File: src/rtl/can_bit_timing.sv
// can_bit_timing: per-channel CAN bit timing unit.
// Synchronises the RX pin, divides the clock into time quanta, walks each
// bit through SYNC_SEG / TSEG1 / TSEG2, applies hard sync and SJW-limited
// resynchronisation, samples the bus at the end of TSEG1 and requests the
// next TX bit from the protocol engine at the end of every bit.
module can_bit_timing #(
    parameter int BRP_W   = 8,
    parameter int TSEG1_W = 4,
    parameter int TSEG2_W = 3
) (
    input  logic               i_clk,
    input  logic               i_rstn,
    input  logic               i_enable,
    input  logic [BRP_W-1:0]   i_brp,
    input  logic [TSEG1_W-1:0] i_tseg1,
    input  logic [TSEG2_W-1:0] i_tseg2,
    input  logic [1:0]         i_sjw,
    input  logic               i_hard_sync_en,
    input  logic               i_can_rx,
    input  logic               i_tx_bit,
    output logic               o_can_tx,
    output logic               o_tx_req,
    output logic               o_sample_valid,
    output logic               o_sample_bit
);

    // Segment counter must hold TSEG1 plus the largest extension (4 quanta).
    localparam int SEG_W = ((TSEG1_W > TSEG2_W) ? TSEG1_W : TSEG2_W) + 2;
    localparam logic [SEG_W-1:0] SEG_ONE = SEG_W'(1'b1);
    localparam logic [BRP_W-1:0] BRP_ONE = BRP_W'(1'b1);

    typedef enum logic [1:0] {
        ST_IDLE  = 2'd0,
        ST_SYNC  = 2'd1,
        ST_TSEG1 = 2'd2,
        ST_TSEG2 = 2'd3
    } state_e;

    state_e             state_q;
    logic               sync1_q, sync2_q, prev_q;
    logic [BRP_W-1:0]   presc_q;
    logic [SEG_W-1:0]   seg_q;
    logic [2:0]         ext_q, shr_q;
    logic               resync_done_q;
    logic [BRP_W-1:0]   brp_q;
    logic [TSEG1_W-1:0] tseg1_q;
    logic [TSEG2_W-1:0] tseg2_q;
    logic [1:0]         sjw_q;

    logic               fall_s, tick_s;
    logic [2:0]         sjw1_s;
    logic               hard_s, early_s, resync_set_s;
    logic [2:0]         ext_d, shr_d;
    logic               tseg1_end_s, tseg2_end_s;

    assign fall_s = prev_q & ~sync2_q;
    assign tick_s = (presc_q == brp_q);
    assign sjw1_s = {1'b0, sjw_q} + 3'd1;

    // Classify a falling edge (hard sync / late / early resync) and find segment ends.
    always_comb begin
        hard_s       = 1'b0;
        early_s      = 1'b0;
        resync_set_s = 1'b0;
        ext_d        = ext_q;
        shr_d        = shr_q;
        if (fall_s && (state_q != ST_IDLE) && i_enable) begin
            if (i_hard_sync_en) begin
                hard_s = 1'b1;
            end else if (!resync_done_q && o_can_tx) begin
                case (state_q)
                    ST_TSEG1: begin
                        resync_set_s = 1'b1;
                        if (seg_q < SEG_W'(sjw1_s)) begin
                            ext_d = seg_q[2:0] + 3'd1;
                        end else begin
                            ext_d = sjw1_s;
                        end
                    end
                    ST_TSEG2: begin
                        // Remaining quanta (tseg2+1-q) within SJW: end the bit now.
                        if ((SEG_W'(tseg2_q) + SEG_ONE) <= (seg_q + SEG_W'(sjw1_s))) begin
                            early_s = 1'b1;
                        end else begin
                            shr_d        = sjw1_s;
                            resync_set_s = 1'b1;
                        end
                    end
                    default: begin
                        resync_set_s = 1'b0;
                    end
                endcase
            end else begin
                resync_set_s = 1'b0;
            end
        end else begin
            hard_s = 1'b0;
        end
        tseg1_end_s = tick_s && (state_q == ST_TSEG1) &&
                      (seg_q >= (SEG_W'(tseg1_q) + SEG_W'(ext_d)));
        tseg2_end_s = tick_s && (state_q == ST_TSEG2) &&
                      ((seg_q + SEG_W'(shr_d)) >= SEG_W'(tseg2_q));
    end

    // RX synchroniser, prescaler, segment state machine and registered outputs.
    always_ff @(posedge i_clk or negedge i_rstn) begin
        if (!i_rstn) begin
            sync1_q        <= 1'b1;
            sync2_q        <= 1'b1;
            prev_q         <= 1'b1;
            state_q        <= ST_IDLE;
            presc_q        <= '0;
            seg_q          <= '0;
            ext_q          <= 3'd0;
            shr_q          <= 3'd0;
            resync_done_q  <= 1'b0;
            brp_q          <= '0;
            tseg1_q        <= '0;
            tseg2_q        <= '0;
            sjw_q          <= 2'd0;
            o_can_tx       <= 1'b1;
            o_tx_req       <= 1'b0;
            o_sample_valid <= 1'b0;
            o_sample_bit   <= 1'b1;
        end else begin
            sync1_q        <= i_can_rx;
            sync2_q        <= sync1_q;
            prev_q         <= sync2_q;
            o_tx_req       <= 1'b0;
            o_sample_valid <= 1'b0;
            // The engine presents the new bit while o_tx_req is high.
            if (o_tx_req) begin
                o_can_tx <= i_tx_bit;
            end
            case (state_q)
                ST_IDLE: begin
                    o_can_tx      <= 1'b1;
                    presc_q       <= '0;
                    seg_q         <= '0;
                    ext_q         <= 3'd0;
                    shr_q         <= 3'd0;
                    resync_done_q <= 1'b0;
                    brp_q         <= i_brp;
                    tseg1_q       <= i_tseg1;
                    tseg2_q       <= i_tseg2;
                    sjw_q         <= i_sjw;
                    if (i_enable) begin
                        state_q  <= ST_SYNC;
                        o_tx_req <= 1'b1;
                    end
                end
                default: begin
                    if (!i_enable) begin
                        state_q       <= ST_IDLE;
                        o_can_tx      <= 1'b1;
                        presc_q       <= '0;
                        seg_q         <= '0;
                        ext_q         <= 3'd0;
                        shr_q         <= 3'd0;
                        resync_done_q <= 1'b0;
                    end else if (hard_s || early_s) begin
                        // Restart the bit; only an early resync ends a bit toward the engine.
                        state_q       <= ST_SYNC;
                        presc_q       <= '0;
                        seg_q         <= '0;
                        ext_q         <= 3'd0;
                        shr_q         <= 3'd0;
                        resync_done_q <= 1'b0;
                        o_tx_req      <= early_s;
                    end else begin
                        ext_q <= ext_d;
                        shr_q <= shr_d;
                        if (resync_set_s) begin
                            resync_done_q <= 1'b1;
                        end
                        if (tick_s) begin
                            presc_q <= '0;
                            case (state_q)
                                ST_SYNC: begin
                                    state_q <= ST_TSEG1;
                                    seg_q   <= '0;
                                end
                                ST_TSEG1: begin
                                    if (tseg1_end_s) begin
                                        state_q        <= ST_TSEG2;
                                        seg_q          <= '0;
                                        o_sample_valid <= 1'b1;
                                        o_sample_bit   <= sync2_q;
                                    end else begin
                                        seg_q <= seg_q + SEG_ONE;
                                    end
                                end
                                ST_TSEG2: begin
                                    if (tseg2_end_s) begin
                                        state_q       <= ST_SYNC;
                                        seg_q         <= '0;
                                        ext_q         <= 3'd0;
                                        shr_q         <= 3'd0;
                                        resync_done_q <= 1'b0;
                                        o_tx_req      <= 1'b1;
                                    end else begin
                                        seg_q <= seg_q + SEG_ONE;
                                    end
                                end
                                default: begin
                                    state_q <= ST_IDLE;
                                end
                            endcase
                        end else begin
                            presc_q <= presc_q + BRP_ONE;
                        end
                    end
                end
            endcase
        end
    end

endmodule
File: config.mk
export PLATFORM = sky130hd
export DESIGN_NAME = can_bit_timing
export DESIGN_NICKNAME = d
export VERILOG_FILES = /design/src/rtl/can_bit_timing.sv
export SDC_FILE = /design/constraint.sdc
export NUM_CORES = 1
export LEC_CHECK = 0
export ABC_AREA = 0
export BUFFER_PORTS_ARGS = -buffer_cell sky130_fd_sc_hd__buf_4
export CAP_MARGIN = 20
export CORE_MARGIN = 4
export CORE_UTILIZATION = 54
export CTS_CLUSTER_DIAMETER = 40
export DETAILED_ROUTE_END_ITERATION = 8
export PLACE_DENSITY = 0.76
export SYNTH_ARGS = -nofsm -noshare
export SYNTH_HDL_FRONTEND = slang
export SYNTH_SLANG_ARGS = --single-unit
File: constraint.sdc
create_clock -name i_clk -period 5.2 [get_ports i_clk]
set_clock_uncertainty 0.05 [all_clocks]
set_input_delay 1.04 -clock i_clk [delete_from_list [all_inputs] [get_ports i_clk]]
set_output_delay 1.04 -clock i_clk [all_outputs]
set_load 0.005 [all_outputs]
Word-level counts from Yosys, hierarchy flattened
Index checks and enable logic that the tools add are counted.
- $add $sub $neg: 8
- $lt $le $gt $ge: 4
- equal/unequal tests: 10
- multiplexer cells: 76
- bitwise operators: 4
- reductions and logical operators: 14
- operators by type and width (kind ; count):
    $mux 3 ; 22
    $mux 6 ; 6
    $mux 1 ; 34
    $mux 8 ; 4
    $pmux 6 s3 ; 1
    $mux 2 ; 7
    $add 6x3->6 ; 2
    $ne 5x3->1 const B ; 2
    $add 8x1->8 const B ; 1
    $eq 8x8->1 ; 1
    $logic_and 1x1->1 ; 7
    $add 6x1->6 const B ; 1
    $ge 6x3->1 ; 1
    $ge 6x5->1 ; 1
    $le 4x6->1 ; 1
    $lt 6x3->1 ; 1
    $ne 6x1->1 const B ; 1
    $pmux 2 s3 ; 1
    $reduce_and 6->1 ; 1
    $add 4x3->5 ; 1
    $add 3x1->4 const B ; 1
    $eq 2x2->1 const B ; 2
    $ne 4x1->1 const B ; 1
    $reduce_and 4->1 ; 1
    13 further kinds ; 15
- bits in registers: 47
- input port bits: 23
- output and inout bits: 4
- logic and storage cells: 133

Depth between registers and ports, before layout
- depth after elaboration: 17
- mapped depth: 24

Worst setup path after synthesis
No wires, ideal clock.
- path kind: register to register
- start point: reg sjw_q[0]
- end point: reg seg_q[4]
- setup time: 0.083 ns
- arrival time: 4.846 ns
- required time: 5.067 ns
- slack: 0.222 ns
- stages on the path, launching flop included: 22
- period minus slack after synthesis: 4.978 ns
- cell sequence: dfrtp_1 -> ha_1 -> fa_1 -> xor2_1 -> ha_1 -> o21ai_0 -> a21oi_1 -> o22ai_1 -> nor4b_4 -> mux2_4 -> ha_1 -> inv_1 -> fa_1 -> inv_1 -> ha_1 -> o21ai_0 -> a21o_1 -> nand3_1 -> o21ai_1 -> buf_4 -> or4b_1 -> a31oi_1
- word-level cells in the longest chain between the ends: 17
- ends and longest elaborated chain (what ; line ; source):
    start, declared ; 48 ; logic [1:0] sjw_q;
    start signal, assigned ; 146 ; sjw_q <= i_sjw;
    $add 2x1->3 * ; 58 ; assign sjw1_s = {1'b0, sjw_q} + 3'd1;
    $add 6x3->6 ; 82 ; if ((SEG_W'(tseg2_q) + SEG_ONE) <= (seg_q + SEG_W'(sjw1_s))) begin
    $le 4x6->1 ; 82 ;
    $mux 3 ; 82 ;
    $mux 3 ; 71 ; case (state_q)
    $mux 3 ; 70 ; end else if (!resync_done_q && o_can_tx) begin
    $mux 3 ; 68 ; if (i_hard_sync_en) begin
    $mux 3 ; 67 ; if (fall_s && (state_q != ST_IDLE) && i_enable) begin
    $add 6x3->6 ; 102 ; ((seg_q + SEG_W'(shr_d)) >= SEG_W'(tseg2_q));
    $ge 6x3->1 ; 102 ;
    $logic_and 1x1->1 ; 101 ; tseg2_end_s = tick_s && (state_q == ST_TSEG2) &&
    $mux 6 ; 194 ; if (tseg2_end_s) begin
    $pmux 6 s3 ; 178 ; case (state_q)
    $mux 6 ; 176 ; if (tick_s) begin
    $mux 6 ; 161 ; end else if (hard_s || early_s) begin
    $mux 6 ; 153 ; if (!i_enable) begin
    $mux 6 ; 135 ; case (state_q)
    end signal, assigned ; 190 ; seg_q <= seg_q + SEG_ONE;
    end signal, assigned ; 202 ; seg_q <= seg_q + SEG_ONE;
    end, declared ; 42 ; logic [SEG_W-1:0] seg_q;
Every way passes the cells marked *; elsewhere a longest branch is shown, timed or not. The select of a mux whose other input is x is not followed.
A chain may end at the register's enable or synchronous reset.

Final worst setup path
- start point: reg sjw_q[1]
- end point: reg seg_q[4]
The elaborated chain is that of the path after synthesis.

==> impl_metrics.py <==
metrics = {
    "floorplan": {
        "start_util": 0.559,
        "coreArea_sq_um": 5510,
        "dieArea_sq_um": 6970,
        "dieHeight_microns": 83.5,
        "fp.dieW_microns": 83.5,
        "fp-row-count": 27,
        "boundaryPins": 27,
    },
    "status": {
        "status": "finished, final reports clean",
    },
    "worst_setup_path": {
        "crit_chain": "ha_4, ha_1, nand3b_1, nand3_1, xnor2_1, ha_1, o21ai_0, a21oi_1, o22ai_2, nor4b_4, mux2_4, ha_1, inv_1, fa_1, inv_1, ha_1, o21ai_1, a21o_1, nand3_1, o21ai_2, or4b_1, a31oi_1",
        "cp.required_ps": 5380,
        "cp_slowest_cell": "dfrtp_2",
        "crit_path_end_kind": "flop",
        "crit_top_cell": "ha_1",
        "r2r-start": "sjw_q[1]",
        "startpoint": "sjw_q[1]",
        "r2r_slack_ps": 150,
        "critical_path_arrival_ps": 5230,
        "worst-r2r-cell-count": 22,
        "r2r-end": "seg_q[4]",
        "worstPathMaxFanout": 6,
        "critPathCapture": "seg_q[4]",
        "cp-start-kind": "flop",
        "slowest_delay_ps": 450,
        "crit_type": "flop to flop",
    },
    "cts": {
        "insertion_delay_ps": 300,
        "clk_path_buf_depth": 2,
        "cts.sinks": 47,
        "root_buffer": "clkbuf_8",
        "htree_levels": 2,
        "cts_buffers": 5,
        "clk_pin_slew_ps": 90,
        "cts_hold_buf": 0,
        "cts_tree": "yes",
    },
    "power_and_ir_drop": {
        "power_density_nw_per_um2": 387,
        "power.leakage_nw": 1.65,
        "finalPower_mw": 1.37,
        "vdd.ir_drop.worst_mv": 0.261,
    },
    "place": {
        "hpwl_microns": 4890,
        "placed_cells": 402,
        "placed_area_sq_um": 3370,
        "gp_congestion": 0.911,
        "port_buffers": 26,
    },
    "routing": {
        "ant_nets": 0,
        "finalWirelength_microns": 6580,
        "drc": 0,
        "drt-pass1-iter-count": 4,
        "drt-initial-drc-count": 208,
        "via_per_inst": 5.73,
        "num_vias": 2367,
        "wire_per_inst_microns": 15.9,
    },
    "grt": {
        "track_usage": 0.198,
        "grt_pass1_vias": 2398,
        "grt_max_degree": 48,
        "grt-ovfl-total": 0,
        "antenna_found_initial": 0,
        "grt_pass1_wl_microns": 11300,
    },
    "synthesis": {
        "yosys.cell_count.top_type": "dfrtp_1",
        "ys_top_cells_by_count": "dfrtp_1, ha_1, inv_1, nand2_1, nor2_1",
        "synthDistinctLibCells": 52,
        "synth_area_leaders": "dfrtp_1, ha_1, mux2_2",
        "synth_xor_area_frac": 0.0626,
        "synth-seq-area-share": 0.384,
        "yosys.area_share.simple": 0.175,
        "synth_edf_count": 0,
        "synth_nets": 363,
        "synth_top_area_share": 0.342,
        "avgSynthCellArea_sq_um": 10.1,
        "yosys.area.top_type": "dfrtp_1",
        "ys_ff_latch": 47,
        "synth_top_family_by_area": "simple AND/OR/NAND/NOR gates",
        "synthAdderAreaFrac": 0.154,
        "ys_warn_count": 0,
        "synthArstFlopShare": 1.00,
        "syn_area_sq_um": 3080,
        "synth-compound-area-share": 0.112,
        "synth_cells": 304,
        "synthFlopType": "dfrtp_1",
        "synthMuxAreaShare": 0.0712,
    },
    "cells_and_area": {
        "antennaDiodeCount": 0,
        "drive_gt1_frac": 0.229,
        "post-route-util": 0.641,
        "nets": 399,
        "layout.cells.non_filler": 413,
        "final_cell_area_sq_um": 3530,
        "syn2layout_area_growth_pct": 14.8,
    },
    "timing": {
        "whs_ps": 310,
        "slew_violations": 0,
        "period_needed_ps": 5050,
        "finalHoldViolations": 0,
        "setup_viol": 0,
        "slew_headroom": 0.354,
        "tightest_slew_ps": 961,
        "max_freq_mhz": 198,
        "post-route-period-util": 0.972,
    },
    "run": {
        "drv_cap": 0,
    },
    "min_path": {
        "hold_path_depth": 0,
        "hold_class": "flop to flop",
    },
}
-- per-stage QoR --
| stage | TNS, ps | worst slack, ps |
|---|---|---|
| 2_1_floorplan | 0 | 222 |
| 3_3_place_gp | 0 | 149 |
| 3_5_place_dp | -162 | -88.2 |
| 4_1_cts | 0 | 17.8 |
| 5_1_grt | -165 | -49.7 |
| 6_report | 0 | 145 |
-- cell type report --
cell class	instances	area (sq um)
flip-flops and latches	47	1180
multi-input cells	227	1800
repair buffers	36	270
inverters	23	86.3
clock inverters	2	13.8
well taps	72	90.1
clock buffers	6	82.6
fillers	454	1980
-- logic make-up after synthesis --
kind of cell,Yosys count
DFF,47
adders and majority gates,36
xor gates and xnor gates,22
AOI/OAI and AO/OA,53
and+or+nand+nor,97
buffers and inverters,30
muxes,19
-- cell usage in the layout (no fill, tap or decap), drive strengths merged, types with 10 or more instances in the layout --
| cell | Yosys | routed |
|---|---|---|
| ha | 33 | 33 |
| buf | 4 | 36 |
| dfrtp | 42 | 42 |
| mux2 | 17 | 17 |
| xnor2 | 12 | 12 |
| inv | 23 | 24 |
| xor2 | 10 | 10 |
| nor2 | 19 | 19 |
| a21oi | 13 | 13 |
| o21ai | 14 | 14 |
| nand3 | 15 | 15 |
| nand2 | 23 | 23 |
-- critical path, delay by kind of cell (launching register included) --
family,cells,cell delay [ps]
adder cells (fa/ha/maj),6,1690
AND/OR/NAND/NOR,5,1090
AO/OA/AOI/OAI,7,1070
flip-flops,1,450
multiplexers,1,340
buffers and inverters,2,150
XOR/XNOR,1,140
-- worst min-delay path by stage --
stage | from | to | slack (ps)
floorplan | sync1_q | sync2_q | 300
global placement | sync1_q | sync2_q | 300
detailed placement | sync1_q | sync2_q | 300
CTS | sync1_q | sync2_q | 310
global route | sync1_q | sync2_q | 310
finish | sync1_q | sync2_q | 310
-- state kept, by name (all words and copies together), names as in the netlist --
name / count
seg_q: 6
state_q: 2
o_sample_valid: 1
tseg2_q: 3
prev_q: 1
o_sample_bit: 1
brp_q: 8
o_tx_req: 1
sync1_q: 1
resync_done_q: 1
presc_q: 8
sync2_q: 1
shr_q: 3
sjw_q: 2
ext_q: 3
o_can_tx: 1
tseg1_q: 4
-- routing by layer --
layer / track usage / wire, microns / part of all wire / vias to the layer above
met4: 0.0439 / 105 / 0.016 / 0
met1: 0.259 / 2800 / 0.43 / 1143
li1: - / - / - / 1140
met3: 0.0336 / 326 / 0.050 / 9
met5: 0 / 0 / 0 / -
met2: 0.343 / 3350 / 0.51 / 75
-- where the power goes --
| group | internal [mW] | switching, mW | total (mW) |
|---|---|---|---|
| Combinational | 0.282 | 0.330 | 0.612 |
| Sequential | 0.446 | 0.0709 | 0.517 |
| Clock | 0.109 | 0.129 | 0.238 |
-- repair_timing --
action,4_1_cts,5_1_grt
gates resized for setup,1,7
pin swaps,1,4
setup endpoints to repair,3,15
buffers inserted,1,2
(Power assumes the default switching activity.)
